**src/rtl/bit32_div_pkg.sv**
```systemverilog
// -----------------------------------------------------------------------------
// bit32_div_pkg
// Shared constants, FSM state type and the 32-bit invert / adder helpers used
// by the signed divider.
//   DIV_WIDTH : operand and result width (32)
//   DIV_ITER  : restoring iterations per division (32)
//   DIV_CNT_W : width of the iteration counter
//   state_t   : IDLE / RUN / FIX / DONE
//   inv32     : bitwise invert block
//   add32     : 32-bit adder block
//   neg32     : two's-complement negation built from inv32 + add32
//   abs32     : magnitude of a signed 32-bit value
// -----------------------------------------------------------------------------
package bit32_div_pkg;

  localparam int DIV_WIDTH = 32;
  localparam int DIV_ITER  = 32;
  localparam int DIV_CNT_W = $clog2(DIV_ITER);

  typedef enum logic [1:0] {
    IDLE = 2'd0,
    RUN  = 2'd1,
    FIX  = 2'd2,
    DONE = 2'd3
  } state_t;

  function automatic logic [DIV_WIDTH-1:0] inv32(input logic [DIV_WIDTH-1:0] x);
    return ~x;
  endfunction

  function automatic logic [DIV_WIDTH-1:0] add32(input logic [DIV_WIDTH-1:0] a,
                                                 input logic [DIV_WIDTH-1:0] b);
    return a + b;
  endfunction

  // Negation is always invert-plus-one through the shared blocks.
  function automatic logic [DIV_WIDTH-1:0] neg32(input logic [DIV_WIDTH-1:0] x);
    return add32(inv32(x), {{(DIV_WIDTH-1){1'b0}}, 1'b1});
  endfunction

  // 0x80000000 maps to itself, which read as unsigned is the correct magnitude.
  function automatic logic [DIV_WIDTH-1:0] abs32(input logic [DIV_WIDTH-1:0] x);
    return x[DIV_WIDTH-1] ? neg32(x) : x;
  endfunction

endpackage

```
**src/rtl/div_step.sv**
```systemverilog
// -----------------------------------------------------------------------------
// div_step
// One combinational restoring-division step on unsigned magnitudes.
//   rem_in  : partial remainder before the step
//   quo_in  : dividend/quotient shift register before the step
//   dvs     : divisor magnitude (nonzero)
//   rem_out : partial remainder after the step
//   quo_out : shift register after the step, new quotient bit in the LSB
// The {rem, quo} pair is shifted left by one, the divisor is trial-subtracted
// from the 33-bit upper part, and the difference is kept only when it does
// not borrow.
// -----------------------------------------------------------------------------
module div_step
  import bit32_div_pkg::*;
(
  input  logic [DIV_WIDTH-1:0] rem_in,
  input  logic [DIV_WIDTH-1:0] quo_in,
  input  logic [DIV_WIDTH-1:0] dvs,
  output logic [DIV_WIDTH-1:0] rem_out,
  output logic [DIV_WIDTH-1:0] quo_out
);

  logic [DIV_WIDTH:0]   shifted;
  logic [DIV_WIDTH+1:0] trial;
  logic                 fits;
  logic                 unused_trial_bit;

  assign shifted = {rem_in, quo_in[DIV_WIDTH-1]};

  // 33-bit subtract with an explicit borrow-out bit on top.
  assign trial = {1'b0, shifted} - {2'b00, dvs};
  assign fits  = ~trial[DIV_WIDTH+1];

  // When the subtraction fits, the difference is below the divisor, so its
  // bit 32 is always zero and only the low 32 bits are carried forward.
  assign rem_out          = fits ? trial[DIV_WIDTH-1:0] : shifted[DIV_WIDTH-1:0];
  assign quo_out          = {quo_in[DIV_WIDTH-2:0], fits};
  assign unused_trial_bit = trial[DIV_WIDTH];

endmodule

```
**src/rtl/bit32_div.sv**
```systemverilog
// -----------------------------------------------------------------------------
// bit32_div
// Sequential signed 32-bit divider (restoring, one bit per clock).
//   clock     : rising-edge clock
//   reset_n   : synchronous active-low reset
//   start     : request, looked at only in IDLE
//   dividend  : signed numerator, captured on acceptance
//   divisor   : signed denominator, captured on acceptance
//   quotient  : registered signed quotient (truncated toward zero)
//   remainder : registered signed remainder (sign of the dividend)
//   busy      : high from the cycle after acceptance until ready
//   ready     : one-cycle pulse, results valid in that cycle
//   exception : divide-by-zero flag, valid with ready, held until next accept
//   state_dbg : current FSM state for observation
//
// Handshake: a request is accepted on a rising edge where the FSM is in IDLE
// and start=1. Nothing is queued; start in any other state is ignored. The
// results and exception are held from the ready pulse until the next accept.
//
// Timeline for an accept at edge N: RUN for 32 cycles (edges N+1..N+32 do the
// steps), FIX registers the signed results at N+33, DONE lasts one cycle and
// the registered ready pulse follows it (cycle after N+34). A zero divisor
// skips RUN and spends one FIX cycle registering the zero results, so ready
// appears in the cycle after N+2.
// -----------------------------------------------------------------------------
module bit32_div
  import bit32_div_pkg::*;
#(
  parameter int WIDTH = DIV_WIDTH  // only 32 is supported
) (
  input  logic             clock,
  input  logic             reset_n,
  input  logic             start,
  input  logic [WIDTH-1:0] dividend,
  input  logic [WIDTH-1:0] divisor,
  output logic [WIDTH-1:0] quotient,
  output logic [WIDTH-1:0] remainder,
  output logic             busy,
  output logic             ready,
  output logic             exception,
  output state_t           state_dbg
);

  state_t                 state;
  state_t                 state_nxt;

  logic [DIV_CNT_W-1:0]   count;
  logic [DIV_WIDTH-1:0]   rem_r;     // partial remainder magnitude
  logic [DIV_WIDTH-1:0]   quo_r;     // dividend magnitude shifting into quotient
  logic [DIV_WIDTH-1:0]   dvs_r;     // divisor magnitude
  logic                   neg_quo;   // operand signs differ
  logic                   neg_rem;   // dividend was negative
  logic                   div_zero;  // captured divisor was zero

  logic [DIV_WIDTH-1:0]   step_rem;
  logic [DIV_WIDTH-1:0]   step_quo;
  logic                   divisor_zero;

  assign divisor_zero = (divisor == '0);
  assign state_dbg    = state;

  div_step u_step (
    .rem_in  (rem_r),
    .quo_in  (quo_r),
    .dvs     (dvs_r),
    .rem_out (step_rem),
    .quo_out (step_quo)
  );

  // ---------------------------------------------------------------------------
  // FSM state register
  // ---------------------------------------------------------------------------
  always_ff @(posedge clock) begin
    if (!reset_n) begin
      state <= IDLE;
    end else begin
      state <= state_nxt;
    end
  end

  // ---------------------------------------------------------------------------
  // FSM next-state logic
  // ---------------------------------------------------------------------------
  always_comb begin
    state_nxt = state;
    case (state)
      IDLE: begin
        if (start) begin
          state_nxt = divisor_zero ? FIX : RUN;
        end
      end
      RUN: begin
        if (count == '0) begin
          state_nxt = FIX;
        end
      end
      FIX:     state_nxt = DONE;
      DONE:    state_nxt = IDLE;
      default: state_nxt = IDLE;
    endcase
  end

  // ---------------------------------------------------------------------------
  // Datapath and registered outputs
  // ---------------------------------------------------------------------------
  always_ff @(posedge clock) begin
    if (!reset_n) begin
      count     <= '0;
      rem_r     <= '0;
      quo_r     <= '0;
      dvs_r     <= '0;
      neg_quo   <= 1'b0;
      neg_rem   <= 1'b0;
      div_zero  <= 1'b0;
      quotient  <= '0;
      remainder <= '0;
      exception <= 1'b0;
      busy      <= 1'b0;
      ready     <= 1'b0;
    end else begin
      // busy covers every non-IDLE state; ready trails DONE by one edge so
      // busy drops exactly as ready rises.
      busy  <= (state_nxt != IDLE);
      ready <= (state == DONE);

      case (state)
        IDLE: begin
          if (start) begin
            rem_r     <= '0;
            quo_r     <= abs32(dividend);
            dvs_r     <= abs32(divisor);
            neg_quo   <= dividend[DIV_WIDTH-1] ^ divisor[DIV_WIDTH-1];
            neg_rem   <= dividend[DIV_WIDTH-1];
            div_zero  <= divisor_zero;
            count     <= divisor_zero ? '0 : DIV_CNT_W'(DIV_ITER - 1);
            quotient  <= '0;
            remainder <= '0;
            exception <= 1'b0;
          end
        end
        RUN: begin
          rem_r <= step_rem;
          quo_r <= step_quo;
          if (count != '0) begin
            count <= count - 1'b1;
          end
        end
        FIX: begin
          if (div_zero) begin
            quotient  <= '0;
            remainder <= '0;
            exception <= 1'b1;
          end else begin
            quotient  <= neg_quo ? neg32(quo_r) : quo_r;
            remainder <= neg_rem ? neg32(rem_r) : rem_r;
            exception <= 1'b0;
          end
        end
        default: begin
        end
      endcase
    end
  end

endmodule

```
**config.mk**
```make
export PLATFORM = sky130hd
export DESIGN_NAME = bit32_div
export DESIGN_NICKNAME = d
export VERILOG_FILES = /design/src/rtl/bit32_div_pkg.sv /design/src/rtl/div_step.sv /design/src/rtl/bit32_div.sv
export SDC_FILE = /design/constraint.sdc
export NUM_CORES = 1
export LEC_CHECK = 0
export BUFFER_PORTS_ARGS = -buffer_cell sky130_fd_sc_hd__buf_2
export CORE_ASPECT_RATIO = 0.75
export CORE_MARGIN = 2
export CORE_UTILIZATION = 64
export CTS_CLUSTER_SIZE = 16
export DETAILED_ROUTE_END_ITERATION = 8
export GPL_ROUTABILITY_DRIVEN = 0
export PLACE_DENSITY = 0.95
export SKIP_LAST_GASP = 1
export SYNTH_ARGS = -nofsm -noshare
export SYNTH_HDL_FRONTEND = slang
export SYNTH_SLANG_ARGS = --single-unit
```
**constraint.sdc**
```tcl
create_clock -name clock -period 9.3 [get_ports clock]
set_input_delay 1.86 -clock clock [delete_from_list [all_inputs] [get_ports clock]]
set_output_delay 1.86 -clock clock [all_outputs]
set_load 0.02 [all_outputs]
```
# Yosys cells after proc, flatten, opt, wreduce, memory -nomap -nowiden
# Index checks and enable logic that the tools add are counted.
totals:
  regBits: 173
  input_bits: 67
  output_inout_bits: 69
  elab_cells: 65
classes:
  n_addsub: 6
  eq_ne: 5
  muxes: 24
  bitwise: 6
  reduce_logical: 11
ops:
  columns: ["cell", "count"]
  rows:
  - ["32-bit two-way mux", 9]
  - ["32-bit case mux with 2 select lines", 4]
  - ["32-bit by 1-bit adder with 32-bit output, second input constant", 4]
  - ["32-bit NOT", 4]
  - ["33-bit by 32-bit subtractor with 34-bit output", 1]
  - ["32-bit zero test", 1]
  - ["5-bit two-way mux", 3]
  - ["5-bit case mux with 2 select lines", 1]
  - ["2-bit case mux with 4 select lines", 1]
  - ["2-bit two-way mux", 3]
  - ["2-bit AND reduction", 3]
  - ["2-bit nonzero test", 3]
  - ["5-bit zero test", 1]
  - ["5-bit nonzero test", 1]
  - ["5-bit by 1-bit subtractor with 5-bit output, second input constant", 1]
  - ["2-bit equality test, second input constant", 2]
  - ["2-bit inequality test, second input constant", 2]
  - ["3-bit AND reduction", 1]
  - ["2-bit by 1-bit equality test with 1-bit output, second input constant", 1]
  - ["2-bit zero test", 1]
  - ["1-bit two-way mux", 2]
  - ["1-bit case mux with 2 select lines", 1]
  - ["1-bit NOT", 1]
  - ["1-bit XOR", 1]

# Depth between registers and ports, before layout
# Gate-level depths: netlist of the first run.
depth:
  word_depth: 5
  mapped_depth: 13
  ltp_nobuf: 13

# Hierarchy
# Synthesis of the first run repeated with hierarchy kept, for this count alone.
hier_totals:
  cells_unflattened: 1489
  area_unflattened_um2: 11641.2
modules_own_cells:
  columns: ["mod", "n_inst", "cells_each", "area_per_inst_um2"]
  rows:
  - ["bit32_div", 1, 1084, 8972.4]
  - ["div_step", 1, 405, 2668.8]

# Worst setup path after synthesis of the first run
# Ideal clock, no wire load.
synth_timing:
  path_kind: "in2reg"
  from: "input divisor[4]"
  to: "register state[0] (netlist: state_dbg[0])"
  setup_ns: 0.115
  arrival_time_ns: 4.270
  required_time_ns: 9.185
  slack_ns: 4.915
  stages: 10
  path_cell_list: "or4_1 or3_1 or3_1 clkbuf_1 nand3b_1 nor4_2 inv_1 a21oi_1 o21ai_0 and2_1"
synth_between:
  elab_chain_len: 4
synth_rtl:
  columns: ["item", "line", "source"]
  rows:
  - ["from (decl)", "bit32_div.sv:35", "input logic [WIDTH-1:0] divisor,"]
  - ["32-bit zero test", "bit32_div.sv:59", "assign divisor_zero = (divisor == '0);"]
  - ["2-bit two-way mux", "bit32_div.sv:89", "state_nxt = divisor_zero ? FIX : RUN;"]
  - ["2-bit two-way mux", "bit32_div.sv:88", "if (start) begin"]
  - ["2-bit case mux with 4 select lines", "bit32_div.sv:86", "case (state)"]
  - ["to (signal assigned)", "bit32_div.sv:77", "state <= state_nxt;"]
  - ["to (decl)", "bit32_div.sv:44", "state_t state;"]
# Every way passes these cells.
# A chain may end at the register's enable or synchronous reset.

# Final worst setup path of the first run
layout_timing:
  from: "input divisor[4]"
  to: "register count[0]"
layout_between:
  elab_chain_len: 4
layout_rtl:
  columns: ["item", "line", "source"]
  rows:
  - ["32-bit zero test", "bit32_div.sv:59", null]
  - ["5-bit two-way mux", "bit32_div.sv:135", "count <= divisor_zero ? '0 : DIV_CNT_W'(DIV_ITER - 1);"]
  - ["5-bit two-way mux", "bit32_div.sv:128", "if (start) begin"]
  - ["5-bit case mux with 2 select lines", "bit32_div.sv:126", "case (state)"]
  - ["to (signal assigned)", "bit32_div.sv:135", null]
  - ["to (signal assigned)", "bit32_div.sv:145", "count <= count - 1'b1;"]
  - ["to (decl)", "bit32_div.sv:47", "logic [DIV_CNT_W-1:0] count;"]
# Every way passes these cells. The select of a mux whose other input is x is not followed.

==> flow_summary.toml, run 1 <==
[status]
status = "finished clean"

[sta]
final.setup_skew_ns = 0.00930
setup_viol = 0
max_slew_margin = 0.179
drv_slew = 0
tns_ns = 0
rsz0062_at_grt = "false"
final.min_clock_period_ns = 4.56
final_min_period_over_clock_period = 0.491
tightest_slew_ns = 1.23
fmax_ghz = 0.219
hold_viol_final = 0

[grt]
antenna_found_initial = 1
grt-ovfl-total = 0
grt_pass1_vias = 9462
grt_start_max_net_pins = 88
track_usage = 0.332
grt_pass1_wl_um = 48100

[setup_path]
required_ns = 9.63
crit_arrival_ns = 4.89
crit_start = "divisor[4]"
slowest_delay_ns = 0.64
slowest_stage = "nor4_2"
worstSetupEndpointType = "register"
r2r-start = "quo_r[31]"
path_cells = "buf_2 -> or4_1 -> or3_1 -> or3_1 -> nand3b_1 -> nor4_2 -> nor2_1 -> o21ai_0 -> nor2_1"
crit_fanout = 8
criticalPathCategory = "input port to register"
path_buf_inv = 1
crit_family = "simple AND/OR/NAND/NOR gates"
cp-start-kind = "input port"

[clocking]
cts-resized-gates = 0
clock_latency_ns = 0.45
clk_pin_slew_ns = 0.07
cts.sinks = 173
htreeDepth = 4
cts_tree = "built"
cts_made_buffers = 17
cts_hold_buf = 0
cts_setup_buffers = 0
cts_root_buf = "clkbuf_16"
clockBufferDepth = 2

[run]
cap_violations = 0

[pwr]
ir_drop_uv = 113
p_leak_nw = 5.17
power_density_nw_per_um2 = 180

[yosys]
ys_types = 62
synth_area_um2 = 10800
synth.area.top_cells = "dfxtp_1 (32%), xor2_1 (6.7%), o21ai_0 (6.3%)"
synth.yosys.seq_area_share = 0.322
synth_nets = 1454
postSynthAreaPerCell_um2 = 7.98
synth_top_cell_by_area = "dfxtp_1"
synth_edf_count = 0
netlist_instances = 1349
synth_top_area_share = 0.322
synth-seq-cells = 173
yosysWarnings = 0
ys_dominant_reg_cell = "dfxtp_1"
synthArstFlopShare = 0

[die]
initial_utilization = 0.648
coreArea_um2 = 16600
dieArea_um2 = 17900
io-pin-count = 136
fp-row-count = 41
die_height_um = 116
die_w_um = 154

[finish]
drive_gt1_frac = 0.136
area_delta_synth_final_pct = 12.0
fin_util = 0.725
fin_nets = 1527
final_common_cell = "dfxtp_1"
layout_common_cells = "dfxtp_1 (173), nand2_1 (168), buf_2 (135)"

[drt]
detail-route-antenna-nets = 0
vias_per_cell = 6.41
drt_wl_total_um = 30100
first_pass_iters = 6
wire_per_inst_um = 18.3
drc = 0
route.vias.total = 10573
first_iter_violations = 1439

[min_path]
hp-class = "register to register"
hold_start = "remainder[27]"

[placed_design]
port_buffers = 135
hpwl_um = 21800
==> logic make-up (layout without fill, tap and decap cells) <==
group | after synthesis | after routing | share of synthesized area
other | 0 | 1 | 0
flip-flops | 173 | 173 | 0.322
buffers and inverters | 141 | 225 | 0.0492
AO/OA/AOI/OAI | 429 | 429 | 0.264
adder cells (fa/ha/maj) | 38 | 38 | 0.0449
AND/OR/NAND/NOR | 413 | 413 | 0.193
multiplexers | 8 | 8 | 0.00755
XOR/XNOR | 147 | 147 | 0.120
==> worst paths after layout <==
path | to | slack, ns | cells past startpoint
max | count[0] | 4.74 | 9
max reg2reg | rem_r[30] | 5.64 | 13
min reg2reg | remainder[27] | 0.45 | 2
min | remainder[27] | 0.45 | 2
==> through the flow <==
stage	cells	hold WS, ns	total power, W	setup slack, ns	instance area, um^2
finish	1649	0.448	0.00217	4.74	12100
global route	1649	0.475	0.00225	4.62	12100
CTS	1648	0.453	0.00214	4.81	12100
detailed placement	1618	0.439	0.00141	4.41	11500
global placement	1618	0.430	0.00138	4.49	11500
floorplan	1349	0.447	0.00126	4.92	10800
==> registers in the layout (all words and copies together) (netlist names) <==
signal and count:
exception 1, rem_r 32, neg_quo 1, ready 1, quo_r 32, count 5
div_zero 1, busy 1, dvs_r 32, remainder 32, neg_rem 1, state_dbg 2
quotient 32
==> report_power, final <==
| part | internal, W | switching, W | total (W) | leakage [nW] |
|---|---|---|---|---|
| clock network | 0.000431 | 0.000308 | 0.000739 | 0.288 |
| registers | 0.000795 | 0.0000768 | 0.000872 | 1.41 |
| logic | 0.000214 | 0.000341 | 0.000555 | 3.47 |
==> layer usage <==
metal / share of wire / wire, um / GRT usage
met4: 0.019 / 575 / 0.0985
met3: 0.13 / 4020 / 0.0801
met1: 0.44 / 13200 / 0.479
met5: 0 / 0 / 0
met2: 0.41 / 12300 / 0.493
==> synthesized netlist by cell type (all sizes together) (22+ instances only) <==
master / number
o211a: 27
clkbuf: 83
a22oi: 52
o31ai: 33
inv: 54
dfxtp: 173
o21ai: 146
a21oi: 59
nor2: 49
nand3: 22
xor2: 82
and2: 28
xnor2: 65
nor2b: 49
ha: 37
nand2: 168
==> final cells by class <==
| class | count | area (um^2) |
|---|---|---|
| Tap cell | 215 | 269 |
| Clock inverter | 11 | 160 |
| Timing Repair Buffer | 141 | 721 |
| Antenna cell | 1 | 2.50 |
| Multi-Input combinational cell | 1035 | 6800 |
| Fill cell | 1168 | 4560 |
| Inverter | 54 | 203 |
| Clock buffer | 19 | 443 |
| Sequential cell | 173 | 3460 |
==> worst min-delay path, delay by kind of cell (launching register included) <==
kind	cells	cell delay, ns
flops	1	0.32
compound gates	1	0.05
simple gates	1	0.04
No activity file was read; power rests on OpenSTA's default activity.
==> run 2: changes to the inputs <==
--- a/config.mk
+++ b/config.mk
@@ -8,11 +8,11 @@
 export BUFFER_PORTS_ARGS = -buffer_cell sky130_fd_sc_hd__buf_2
 export CORE_ASPECT_RATIO = 0.75
 export CORE_MARGIN = 2
-export CORE_UTILIZATION = 64
+export CORE_UTILIZATION = 59
 export CTS_CLUSTER_SIZE = 16
 export DETAILED_ROUTE_END_ITERATION = 8
 export GPL_ROUTABILITY_DRIVEN = 0
-export PLACE_DENSITY = 0.95
+export PLACE_DENSITY = 0.9
 export SKIP_LAST_GASP = 1
 export SYNTH_ARGS = -nofsm -noshare
 export SYNTH_HDL_FRONTEND = slang
==> constraint.sdc (replaced) <==
create_clock -name clock -period 4.4 [get_ports clock]
set_input_delay 0.88 -clock clock [delete_from_list [all_inputs] [get_ports clock]]
set_output_delay 0.88 -clock clock [all_outputs]
set_load 0.02 [all_outputs]
==> run 2 against run 1 <==
Net effect: via count fell by 2.4%; first-iteration DRC count fell by 11%; wire length fell by 2.2%; critical endpoint is now rem_r[30]; largest cell class unchanged; largest power group unchanged.
==> flow_summary.toml, run 2 (synthesis results as in run 1) <==
[clocking]
clk_pin_slew_ns = 0.07
cts_hold_buf = 0
cts_made_buffers = 17
clockBufferDepth = 2
clock_latency_ns = 0.44
cts-resized-gates = 0
cts.sinks = 173
cts_setup_buffers = 0
cts_root_buf = "clkbuf_16"
htreeDepth = 4
cts_tree = "built"

[finish]
area_delta_synth_final_pct = 12.5
fin_util = 0.682
antenna-diode-count = 0
final_common_cell = "dfxtp_1"
n_fill_cell = 1395
layout_common_cells = "dfxtp_1 (173), nand2_1 (168), buf_2 (135)"
fin_nets = 1530
drive_gt1_frac = 0.140
design_area_um2 = 12100

[grt]
antenna_found_initial = 0
grt_pass1_vias = 9106
grt-ovfl-total = 0
track_usage = 0.302
grt_start_max_net_pins = 83
grt_pass1_wl_um = 47200

[drt]
vias_per_cell = 6.14
wire_per_inst_um = 17.5
detail-route-antenna-nets = 0
drc = 0
first_iter_violations = 1287
route.vias.total = 10321
drt_wl_total_um = 29500
first_pass_iters = 6

[sta]
tightest_slew_ns = 1.14
whs_ns = 0.445
rsz0062_at_grt = "false"
final.min_clock_period_ns = 3.58
max_slew_margin = 0.237
drv_slew = 0
fmax_ghz = 0.279
tns_ns = 0
final.setup_skew_ns = 0.0101
hold_viol_final = 0
setup_viol = 0
final_min_period_over_clock_period = 0.813

[pwr]
power_density_nw_per_um2 = 374
p_leak_nw = 5.19
ir_drop_uv = 226

[setup_path]
crit_fanout = 4
required_ns = 4.71
crit_arrival_ns = 3.89
worstSetupEndpointType = "register"
cp-start-kind = "register"
criticalPathCategory = "register to register"

[die]
coreArea_um2 = 17800
fp-row-count = 42
initial_utilization = 0.606
dieArea_um2 = 19400
die_w_um = 160
die_height_um = 121
io-pin-count = 136

[status]
status = "finished clean"

[placed_design]
placed_cell_area_um2 = 11500
port_buffers = 135
hpwl_um = 21400

[min_path]
hp-class = "register to register"

[run]
cap_violations = 0
run 2: worst paths after layout:
check,startpoint,end,slack (ns),cells after the start
max,quo_r[31],rem_r[30],0.82,13
min,quotient[24],quotient[24],0.45,2
min reg2reg,quotient[24],quotient[24],0.45,2
max reg2reg,quo_r[31],rem_r[30],0.82,13
run 2: routing by layer:
metal / vias to the layer above / wire [um] / global-route usage
li1: 4967 / - / -
met1: 4780 / 13600 / 0.452
met2: 541 / 11900 / 0.431
met3: 33 / 3610 / 0.0803
met4: 0 / 354 / 0.0704
met5: - / 0 / 0
run 2: stage by stage:
stage / power, W / instances / setup slack, ns
finish: 0.00453 / 1680 / 0.821
global route: 0.00472 / 1680 / 0.597
CTS: 0.00449 / 1680 / 0.880
detailed placement: 0.00299 / 1648 / 0.486
global placement: 0.00295 / 1648 / 0.559
floorplan: 0.00267 / 1349 / 0.995
run 2: area by class of cell:
| class | instances | area (um^2) | share of cell area |
|---|---|---|---|
| clock buffers | 20 | 467 | 0.0385 |
| clock inverters | 12 | 121 | 0.0100 |
| inverters | 54 | 203 | 0.0167 |
| multi-input cells | 1035 | 6800 | 0.561 |
| flip-flops and latches | 173 | 3460 | 0.286 |
| well taps | 242 | 303 | 0.0250 |
| repair buffers | 144 | 756 | 0.0624 |
run 2: where the power goes:
part           total (W)  internal (W)  leakage, nW  switching (W)
logic            0.00117      0.000464         3.49       0.000710
registers        0.00184       0.00168         1.41       0.000157
clock network    0.00152      0.000840        0.288       0.000682
run 2: critical path: stages, from the launching register on:
cell and delay [ns]:
dfxtp_1 0.32, inv_1 0.16, ha_1 0.21, inv_1 0.07
fa_1 0.41, a21oi_1 0.21, o221ai_1 0.25, o311ai_0 0.39
nand4_1 0.19, a31oi_1 0.32, o21ai_0 0.23, a311oi_1 0.43
xor2_1 0.17, o21ai_0 0.08
